<file path="src/rtl/conv_pkg.sv">
// Shared types and helpers for the convolution sequencer: FSM state encoding,
// activation selectors and the accumulator width rule.
package conv_pkg;

    typedef enum logic [2:0] {
        IDLE,
        FETCH,
        DRAIN,
        EMIT,
        DONE
    } state_t;

    localparam ACT_RELU = "RELU";
    localparam ACT_NONE = "NONE";

    // Wide enough for K*K full-scale signed products, so the sum can never wrap.
    function automatic int acc_width(input int dw, input int kw, input int k);
        return dw + kw + $clog2(k * k);
    endfunction

endpackage

</file>
<file path="src/rtl/conv_mac.sv">
// Signed multiply-accumulate: clr loads the first product of a window, en adds
// each following product. clr has priority so a 1x1 kernel still works.
module conv_mac #(
    parameter int AW    = 8,
    parameter int BW    = 8,
    parameter int ACC_W = 20
) (
    input  logic                    clk,
    input  logic                    rst,
    input  logic                    clr,
    input  logic                    en,
    input  logic signed [AW-1:0]    a,
    input  logic signed [BW-1:0]    b,
    output logic signed [ACC_W-1:0] acc
);

    logic signed [ACC_W-1:0] w_a_ext;
    logic signed [ACC_W-1:0] w_b_ext;
    logic signed [ACC_W-1:0] w_prod;

    assign w_a_ext = {{(ACC_W - AW){a[AW-1]}}, a};
    assign w_b_ext = {{(ACC_W - BW){b[BW-1]}}, b};
    assign w_prod  = w_a_ext * w_b_ext;

    // NOTE: state updates use <= so every register samples pre-edge values.
    always_ff @(posedge clk or negedge rst) begin
        if (!rst) begin
            acc <= '0;
        end else if (clr) begin
            acc <= w_prod;
        end else if (en) begin
            acc <= acc + w_prod;
        end
    end

endmodule

</file>
<file path="src/rtl/conv_sequencer.sv">
// Sequences one convolution pass: fetches K*K pixel/tap pairs per output window,
// accumulates them in conv_mac, applies the activation and streams results over valid/ready.
module conv_sequencer
    import conv_pkg::*;
#(
    parameter int  DATA_WIDTH  = 8,
    parameter int  KDATA_WIDTH = 8,
    parameter int  KERNEL_SIZE = 3,
    parameter int  IMGROW      = 7,
    parameter int  IMGCOL      = 7,
    parameter      ACTIVATION  = ACT_RELU,
    localparam int ACC_WIDTH   = acc_width(DATA_WIDTH, KDATA_WIDTH, KERNEL_SIZE),
    localparam int RW          = (IMGROW > 1) ? $clog2(IMGROW) : 1,
    localparam int CW          = (IMGCOL > 1) ? $clog2(IMGCOL) : 1,
    localparam int KW          = (KERNEL_SIZE > 1) ? $clog2(KERNEL_SIZE) : 1
) (
    input  logic                        clk,
    input  logic                        rst,
    input  logic                        start,
    input  logic                        abort,
    output logic                        busy,
    output logic                        done,
    output logic                        img_rd_en,
    output logic [RW-1:0]               img_row,
    output logic [CW-1:0]               img_col,
    input  logic signed [DATA_WIDTH-1:0]  img_rd_data,
    output logic [KW-1:0]               k_row,
    output logic [KW-1:0]               k_col,
    input  logic signed [KDATA_WIDTH-1:0] k_rd_data,
    output logic                        out_valid,
    input  logic                        out_ready,
    output logic signed [ACC_WIDTH-1:0] out_data,
    output logic [RW-1:0]               out_row,
    output logic [CW-1:0]               out_col
);

    localparam logic [KW-1:0] K_LAST   = KW'(KERNEL_SIZE - 1);
    localparam logic [RW-1:0] ROW_LAST = RW'(IMGROW - KERNEL_SIZE);
    localparam logic [CW-1:0] COL_LAST = CW'(IMGCOL - KERNEL_SIZE);
    localparam bit            USE_RELU = (ACTIVATION == ACT_RELU);

    if (KERNEL_SIZE > IMGROW || KERNEL_SIZE > IMGCOL) begin : g_bad_geometry
        $error("conv_sequencer: KERNEL_SIZE must not exceed IMGROW or IMGCOL");
    end
    if (ACTIVATION != ACT_RELU && ACTIVATION != ACT_NONE) begin : g_bad_activation
        $error("conv_sequencer: ACTIVATION must be RELU or NONE");
    end

    state_t                  r_state;
    state_t                  w_state_nxt;
    logic [KW-1:0]           r_kr;
    logic [KW-1:0]           r_kc;
    logic [RW-1:0]           r_orow;
    logic [CW-1:0]           r_ocol;
    logic                    r_rd_vld;
    logic                    r_tap0;
    logic                    w_last_tap;
    logic                    w_last_out;
    logic                    w_mac_clr;
    logic                    w_mac_en;
    logic signed [ACC_WIDTH-1:0] w_acc;

    assign w_last_tap = (r_kr == K_LAST) && (r_kc == K_LAST);
    assign w_last_out = (r_orow == ROW_LAST) && (r_ocol == COL_LAST);

    always_ff @(posedge clk or negedge rst) begin
        if (!rst) begin
            r_state <= IDLE;
        end else begin
            r_state <= w_state_nxt;
        end
    end

    // NOTE: every always_comb output gets a default first so no path infers a latch.
    always_comb begin
        w_state_nxt = r_state;
        busy        = (r_state != IDLE);
        done        = (r_state == DONE);
        img_rd_en   = (r_state == FETCH);
        out_valid   = (r_state == EMIT);
        case (r_state)
            IDLE:    if (start) w_state_nxt = FETCH;
            FETCH:   if (w_last_tap) w_state_nxt = DRAIN;
            DRAIN:   w_state_nxt = EMIT;
            EMIT:    if (out_ready) w_state_nxt = w_last_out ? DONE : FETCH;
            DONE:    w_state_nxt = IDLE;
            default: w_state_nxt = IDLE;
        endcase
        if (abort) w_state_nxt = IDLE;
    end

    // r_rd_vld/r_tap0 follow the 1-cycle buffer latency; abort drops the word in flight.
    always_ff @(posedge clk or negedge rst) begin
        if (!rst) begin
            r_kr     <= '0;
            r_kc     <= '0;
            r_orow   <= '0;
            r_ocol   <= '0;
            r_rd_vld <= 1'b0;
            r_tap0   <= 1'b0;
        end else if (abort) begin
            r_rd_vld <= 1'b0;
            r_tap0   <= 1'b0;
        end else begin
            r_rd_vld <= (r_state == FETCH);
            r_tap0   <= (r_state == FETCH) && (r_kr == '0) && (r_kc == '0);
            case (r_state)
                IDLE: begin
                    if (start) begin
                        r_kr   <= '0;
                        r_kc   <= '0;
                        r_orow <= '0;
                        r_ocol <= '0;
                    end
                end
                FETCH: begin
                    if (r_kc == K_LAST) begin
                        r_kc <= '0;
                        r_kr <= w_last_tap ? '0 : r_kr + KW'(1);
                    end else begin
                        r_kc <= r_kc + KW'(1);
                    end
                end
                EMIT: begin
                    if (out_ready && !w_last_out) begin
                        if (r_ocol == COL_LAST) begin
                            r_ocol <= '0;
                            r_orow <= r_orow + RW'(1);
                        end else begin
                            r_ocol <= r_ocol + CW'(1);
                        end
                    end
                end
                default: ;
            endcase
        end
    end

    assign w_mac_clr = r_tap0 & ~abort;
    assign w_mac_en  = r_rd_vld & ~abort;

    conv_mac #(
        .AW    (DATA_WIDTH),
        .BW    (KDATA_WIDTH),
        .ACC_W (ACC_WIDTH)
    ) u_mac (
        .clk (clk),
        .rst (rst),
        .clr (w_mac_clr),
        .en  (w_mac_en),
        .a   (img_rd_data),
        .b   (k_rd_data),
        .acc (w_acc)
    );

    assign img_row = r_orow + RW'(r_kr);
    assign img_col = r_ocol + CW'(r_kc);
    assign k_row   = r_kr;
    assign k_col   = r_kc;
    assign out_row = r_orow;
    assign out_col = r_ocol;

    // The accumulator is frozen from DRAIN->EMIT until the next window's first tap lands,
    // so the activated sum is stable for the whole EMIT handshake without a copy register.
    assign out_data = (USE_RELU && w_acc[ACC_WIDTH-1]) ? '0 : w_acc;

endmodule
</file>
<file path="config.mk">
export PLATFORM = sky130hd
export DESIGN_NAME = conv_sequencer
export DESIGN_NICKNAME = d
export VERILOG_FILES = /design/src/rtl/conv_pkg.sv /design/src/rtl/conv_mac.sv /design/src/rtl/conv_sequencer.sv
export SDC_FILE = /design/constraint.sdc
export NUM_CORES = 1
export LEC_CHECK = 0
export CAP_MARGIN = 15
export CORE_MARGIN = 2
export CORE_UTILIZATION = 56
export DETAILED_ROUTE_END_ITERATION = 10
export PLACE_DENSITY = 0.84
export SKIP_LAST_GASP = 1
export SLEW_MARGIN = 20
export SYNTH_ARGS = -nofsm -noshare
export SYNTH_HDL_FRONTEND = slang
export SYNTH_SLANG_ARGS = --single-unit
</file>
<file path="constraint.sdc">
create_clock -name clk -period 3.4 [get_ports clk]
set_input_delay 0.68 -clock clk [delete_from_list [all_inputs] [get_ports clk]]
set_output_delay 0.68 -clock clk [all_outputs]
set_load 0.02 [all_outputs]
</file>
Word-level counts from Yosys, hierarchy flattened
Cells that the tools add are included.
{"block": "word_totals", "inputBits": 21, "wordCells": 76, "register_bits": 35, "out_inout_bits": 40}
{"block": "classes", "n_mux": 24, "n_reduce_logical": 18, "bitwise_logic": 3, "n_addsub": 7, "n_eq_ne": 15, "multipliers": 1}
{"op": "20-bit 2-to-1 mux", "n": 2}
{"op": "3-bit 2-to-1 mux", "n": 10}
{"op": "20-bit adder", "n": 1}
{"op": "19-bit 2-to-1 mux", "n": 1}
{"op": "8-bit by 8-bit multiplier with 16-bit output", "n": 1}
{"op": "3-bit case mux with 2 select lines", "n": 2}
{"op": "3-bit case mux with 4 select lines", "n": 1}
{"op": "3-bit equality test, second input constant", "n": 3}
{"op": "2-bit 2-to-1 mux", "n": 4}
{"op": "2-bit case mux with 2 select lines", "n": 2}
{"op": "4-bit AND reduction", "n": 2}
{"op": "3-bit by 1-bit adder with 3-bit output, second input constant", "n": 2}
{"op": "3-bit by 2-bit adder with 3-bit output", "n": 2}
{"op": "3-bit by 2-bit equality test with 1-bit output, second input constant", "n": 2}
{"op": "2-bit by 1-bit inequality test with 1-bit output, second input constant", "n": 3}
{"op": "3-bit by 2-bit inequality test with 1-bit output, second input constant", "n": 2}
{"op": "3-bit AND reduction", "n": 2}
{"op": "2-bit nonzero test", "n": 3}
{"op": "1-bit logical AND", "n": 5}
{"op": "5-bit AND reduction", "n": 1}
{"op": "2-bit by 1-bit adder with 2-bit output, second input constant", "n": 2}
{"op": "2-bit equality test, second input constant", "n": 2}
{"op": "2-bit zero test", "n": 2}
{"op": "3-bit by 1-bit equality test with 1-bit output, second input constant", "n": 1}
{"op": "8 further kinds", "n": 10}

Longest topological paths before layout
{"block": "depth", "word_depth": 6, "ltp_mapped": 26, "mapped_depth_nobuf": 26}

Hierarchy
A second synthesis with hierarchy kept.
{"block": "hier_totals", "cells_unflattened": 611, "hier_area_um2": 5406.4}
{"module": "conv_mac", "cells_per_inst": 493, "n_inst": 1, "seq_area_each_um2": 500.5, "area_each_um2": 4307.9}
{"module": "conv_sequencer", "cells_per_inst": 118, "n_inst": 1, "seq_area_each_um2": 375.4, "area_each_um2": 1098.6}

Worst setup path before layout
Ideal clock, no wire load.
{"block": "synth_path", "path_kind": "input to register", "startpoint": "input k_rd_data[4]", "endpoint": "register u_mac.acc[19]", "t_arrival_ns": 5.815, "cell_stages": 24, "t_required_ns": 3.296, "setup_slack_ns": -2.519, "setup_ns": 0.104, "cell_sequence": "and2_1 fa_1 inv_1 fa_1 inv_1 fa_1 inv_1 fa_1 inv_1 ha_1 a21oi_2 o21ai_2 a2111oi_2 nor3_2 a31oi_4 xnor2_1 ha_1 or2_2 o31ai_1 a21oi_2 a211oi_2 nor3b_1 o21ai_0 o311ai_1"}
{"block": "synth_via", "elab_chain_cells": 4}
{"item": "start: declaration", "line": "conv_sequencer.sv:29", "text": "input logic signed [KDATA_WIDTH-1:0] k_rd_data,"}
{"item": "8-bit by 8-bit multiplier with 16-bit output *", "line": "conv_mac.sv:23", "text": "assign w_prod = w_a_ext * w_b_ext;"}
{"item": "20-bit adder", "line": "conv_mac.sv:32", "text": "acc <= acc + w_prod;"}
{"item": "20-bit 2-to-1 mux", "line": "conv_mac.sv:31", "text": "end else if (en) begin"}
{"item": "20-bit 2-to-1 mux *", "line": "conv_mac.sv:29", "text": "end else if (clr) begin"}
{"item": "end signal: assignment", "line": "conv_mac.sv:30", "text": "acc <= w_prod;"}
{"item": "end signal: assignment", "line": "conv_mac.sv:32"}
{"item": "end: declaration", "line": "conv_mac.sv:14", "text": "output logic signed [ACC_W-1:0] acc"}
Mark *: on every way between the ends. The rest lies on a longest branch, timed or not. The select of a mux whose other input is x is not followed.
A chain may end at the register's enable or synchronous reset.

Worst setup path in the final report
{"block": "layout_path", "startpoint": "input k_rd_data[0]", "endpoint": "register u_mac.acc[19]"}
Same word-level chain as after synthesis.

==> results.toml <==
[synth]
ys_seq_area_frac = 0.162
yosysWarnings = 0
synth_flop_cell = "dfrtp_1"
async_reset_ff_frac = 1.00
synthTopCellsByCount = "104 x inv_1, 58 x fa_1, 57 x ha_1, 52 x nand2_1, 46 x and2_1"
synthCells = 630
synth_area_um2 = 5400
ys_ff_latch = 35
synth_edf_count = 0
synth.distinct_cells = 55
synth_nets = 766
yosysTopAreaCell = "fa_1"
synth_top_area_frac = 0.215
synthTopCellsByArea = "fa_1 22%, dfrtp_1 16%, ha_1 13%"
syn_avg_cell_area_um2 = 8.56
yosysMostFrequentCell = "inv_1"

[die]
fp.dieH_um = 102
die_area_um2 = 10400
die_x_um = 102
io_pins = 61
coreArea_um2 = 9280
std_cell_rows = 35
start_util = 0.581

[placement]
routabilityCongestion = 0.894
dpl.cell_count = 913
dp_hpwl_um = 11400
io_buffers = 59

[detailed_routing]
wl_per_cell_um = 23.0
first_iter_violations = 657
routed-wl-met3_um = 2190
highest_layer = "met4"
via_count = 5951
drt_wl_total_um = 21800
route.detailed.drc = 0
ant_nets = 0
vias_per_cell = 6.30
dr.pass1.iters = 6
wl_met1_um = 7270
met2_length_um = 10300

[timing]
worst_slack_ns = -2.84
tightest_slew_ns = 0.936
setup_viol = 17
slew_headroom = 0.375
fmaxAchievable_mhz = 160
fin_skew_ns = 0.00991
fin_crit_ns = 6.24
finalCritPeriodShare = 1.84
hold_viol = 0
rsz0062_at_grt = "true"
drv_slew = 0

[worst_setup_path]
crit_path_end_kind = "register"
worst_setup_path_start_kind = "input port"
crit_type = "in -> reg"
worstRegToRegCells = 11
cp-endpoint = "u_mac.acc[19]$_DFFE_PN0P_"
cp.required_ns = 3.55
cp.arrival_ns = 6.39
cp_max_fo = 5
r2r_slack_ns = 0.61
cp-startpoint = "k_rd_data[0]"
reg2reg_from = "u_mac.acc[0]$_DFFE_PN0P_"
reg2reg_to = "u_mac.acc[14]$_DFFE_PN0P_"

[clocking]
cts_root_buffer = "clkbuf_8"
cts_tree = "built"
cts_max_level = 2
numCtsBuffers = 5
clkLatencyLatePin_ns = 0.31
clockBufferDepth = 2
cts_sinks = 35
clkTransAtPathRegs_ns = 0.08
cts_hold_buf = 0

[grt]
grt_pass1_vias = 5899
grt_usage = 0.350
grt_max_degree = 36
grt_pass1_wl_um = 28300
grt-ovfl-total = 0
grt_antenna_before_repair = 0

[cells_and_area]
diodes = 0
multi_input_area_um2 = 4780
drive_gt1_frac = 0.344
layout.filler_cells = 439
layoutNonFillerInstCount = 945
fin_nets = 952
seq_area_um2 = 876
syn_to_final_growth_pct = 47.0

[run]
cap_viol_max_count = 0

[run_status]
violations = "setup timing"
status = "complete, but fails checks"

[min_path]
hold_path.class = "reg -> reg"
==> routing by layer <==
metal / vias up / global-route usage
li1: 2422 / -
met1: 2812 / 0.404
met2: 508 / 0.618
met3: 209 / 0.0643
met4: 0 / 0.187
met5: - / 0
==> logic make-up (layout without fill, tap and decap cells) <==
kind of cell	count (synthesis)	in the layout	synth area share
AND/OR/NAND/NOR	210	210	0.205
adder cells (fa/ha/maj)	115	115	0.347
buffers and inverters	116	302	0.0821
flip-flops	35	35	0.162
other	1	1	0.000695
XOR/XNOR	33	33	0.0550
AO/OA/AOI/OAI	116	116	0.139
multiplexers	4	4	0.00788
==> placed cells by master (no fill, tap or decap), drive strengths merged, types with 4 or more instances in the layout <==
master	Yosys	final
buf	4	146
inv	104	104
fa	58	58
ha	57	57
nand2	52	52
and2	47	47
clkdlybuf4s50	0	43
a21oi	39	39
dfrtp	35	35
o21ai	34	34
nor2b	32	32
nor2	29	29
xnor2	23	23
nand3	11	11
xor2	10	10
nor3	10	10
a21o	9	9
clkbuf	8	7
nand4	6	6
a31oi	6	6
nand2b	5	5
a22oi	4	4
nor3b	4	4
a211oi	4	4
==> flip-flops by register name, indices dropped and copies added, names as in the netlist <==
signal     cells
u_mac.acc     20
out_col        3
out_row        3
r_state        3
k_col          2
k_row          2
r_rd_vld       1
r_tap0         1
==> worst max-delay path: stages <==
cell	delay (ns)
buf_2	0.14
and2_4	0.16
buf_4	0.13
buf_4	0.13
ha_4	0.26
inv_1	0.07
fa_1	0.55
inv_1	0.05
fa_1	0.52
inv_1	0.08
fa_1	0.55
inv_1	0.08
ha_4	0.31
nand3_1	0.14
buf_4	0.19
o2111ai_2	0.12
nand2_1	0.15
xnor2_2	0.39
ha_2	0.43
and3_4	0.18
a32oi_4	0.18
a21oi_2	0.11
a211oi_2	0.25
buf_4	0.17
nor3_2	0.04
a21oi_1	0.20
o311ai_1	0.12
==> what timing repair did <==
| action | CTS | global route |
|---|---|---|
| resized for setup | 130 | 69 |
| setup endpoints to repair | 17 | 17 |
| cloned | 0 | 0 |
| buffers inserted | 21 | 10 |
| pin swaps | 53 | 50 |
==> worst min path at each step <==
stage / start / endpoint / slack (ns) / cells past startpoint
after floorplan: rst / k_col[0]$_DFFE_PN0P_ / 0.38 / 0
after global placement: k_row[1]$_DFFE_PN0P_ / r_tap0$_DFF_PN0_ / 0.49 / 1
after detailed placement: u_mac.acc[11]$_DFFE_PN0P_ / u_mac.acc[11]$_DFFE_PN0P_ / 0.51 / 2
after CTS: u_mac.acc[11]$_DFFE_PN0P_ / u_mac.acc[11]$_DFFE_PN0P_ / 0.53 / 2
after global routing: k_row[1]$_DFFE_PN0P_ / r_tap0$_DFF_PN0_ / 0.54 / 1
final: k_row[1]$_DFFE_PN0P_ / r_tap0$_DFF_PN0_ / 0.53 / 1
==> final cells by class <==
type / instances / area share
flip-flops and latches: 35 / 0.110
clock buffers: 5 / 0.00868
well taps: 129 / 0.0204
clock inverters: 2 / 0.00473
inverters: 104 / 0.0495
repair buffers: 191 / 0.203
multi-input cells: 479 / 0.603
==> metrics by stage <==
| stage | util | cell area [um2] | setup slack, ns | hold slack (ns) | setup TNS (ns) |
|---|---|---|---|---|---|
| final | 0.854 | 7930 | -2.84 | 0.531 | -33.45 |
| after global routing | 0.854 | 7930 | -3.06 | 0.536 | -36.01 |
| after CTS | 0.817 | 7580 | -2.40 | 0.526 | -27.45 |
| after detailed placement | 0.766 | 7110 | -3.34 | 0.509 | -40.95 |
| after global placement | 0.766 | 7110 | -2.93 | 0.486 | -37.96 |
| after floorplan | - | 5610 | -2.30 | 0.384 | -23.10 |
Power is left out: the tool's default activity adds up to more than one toggle a clock period on the data nets, which glitch-free logic cannot reach.
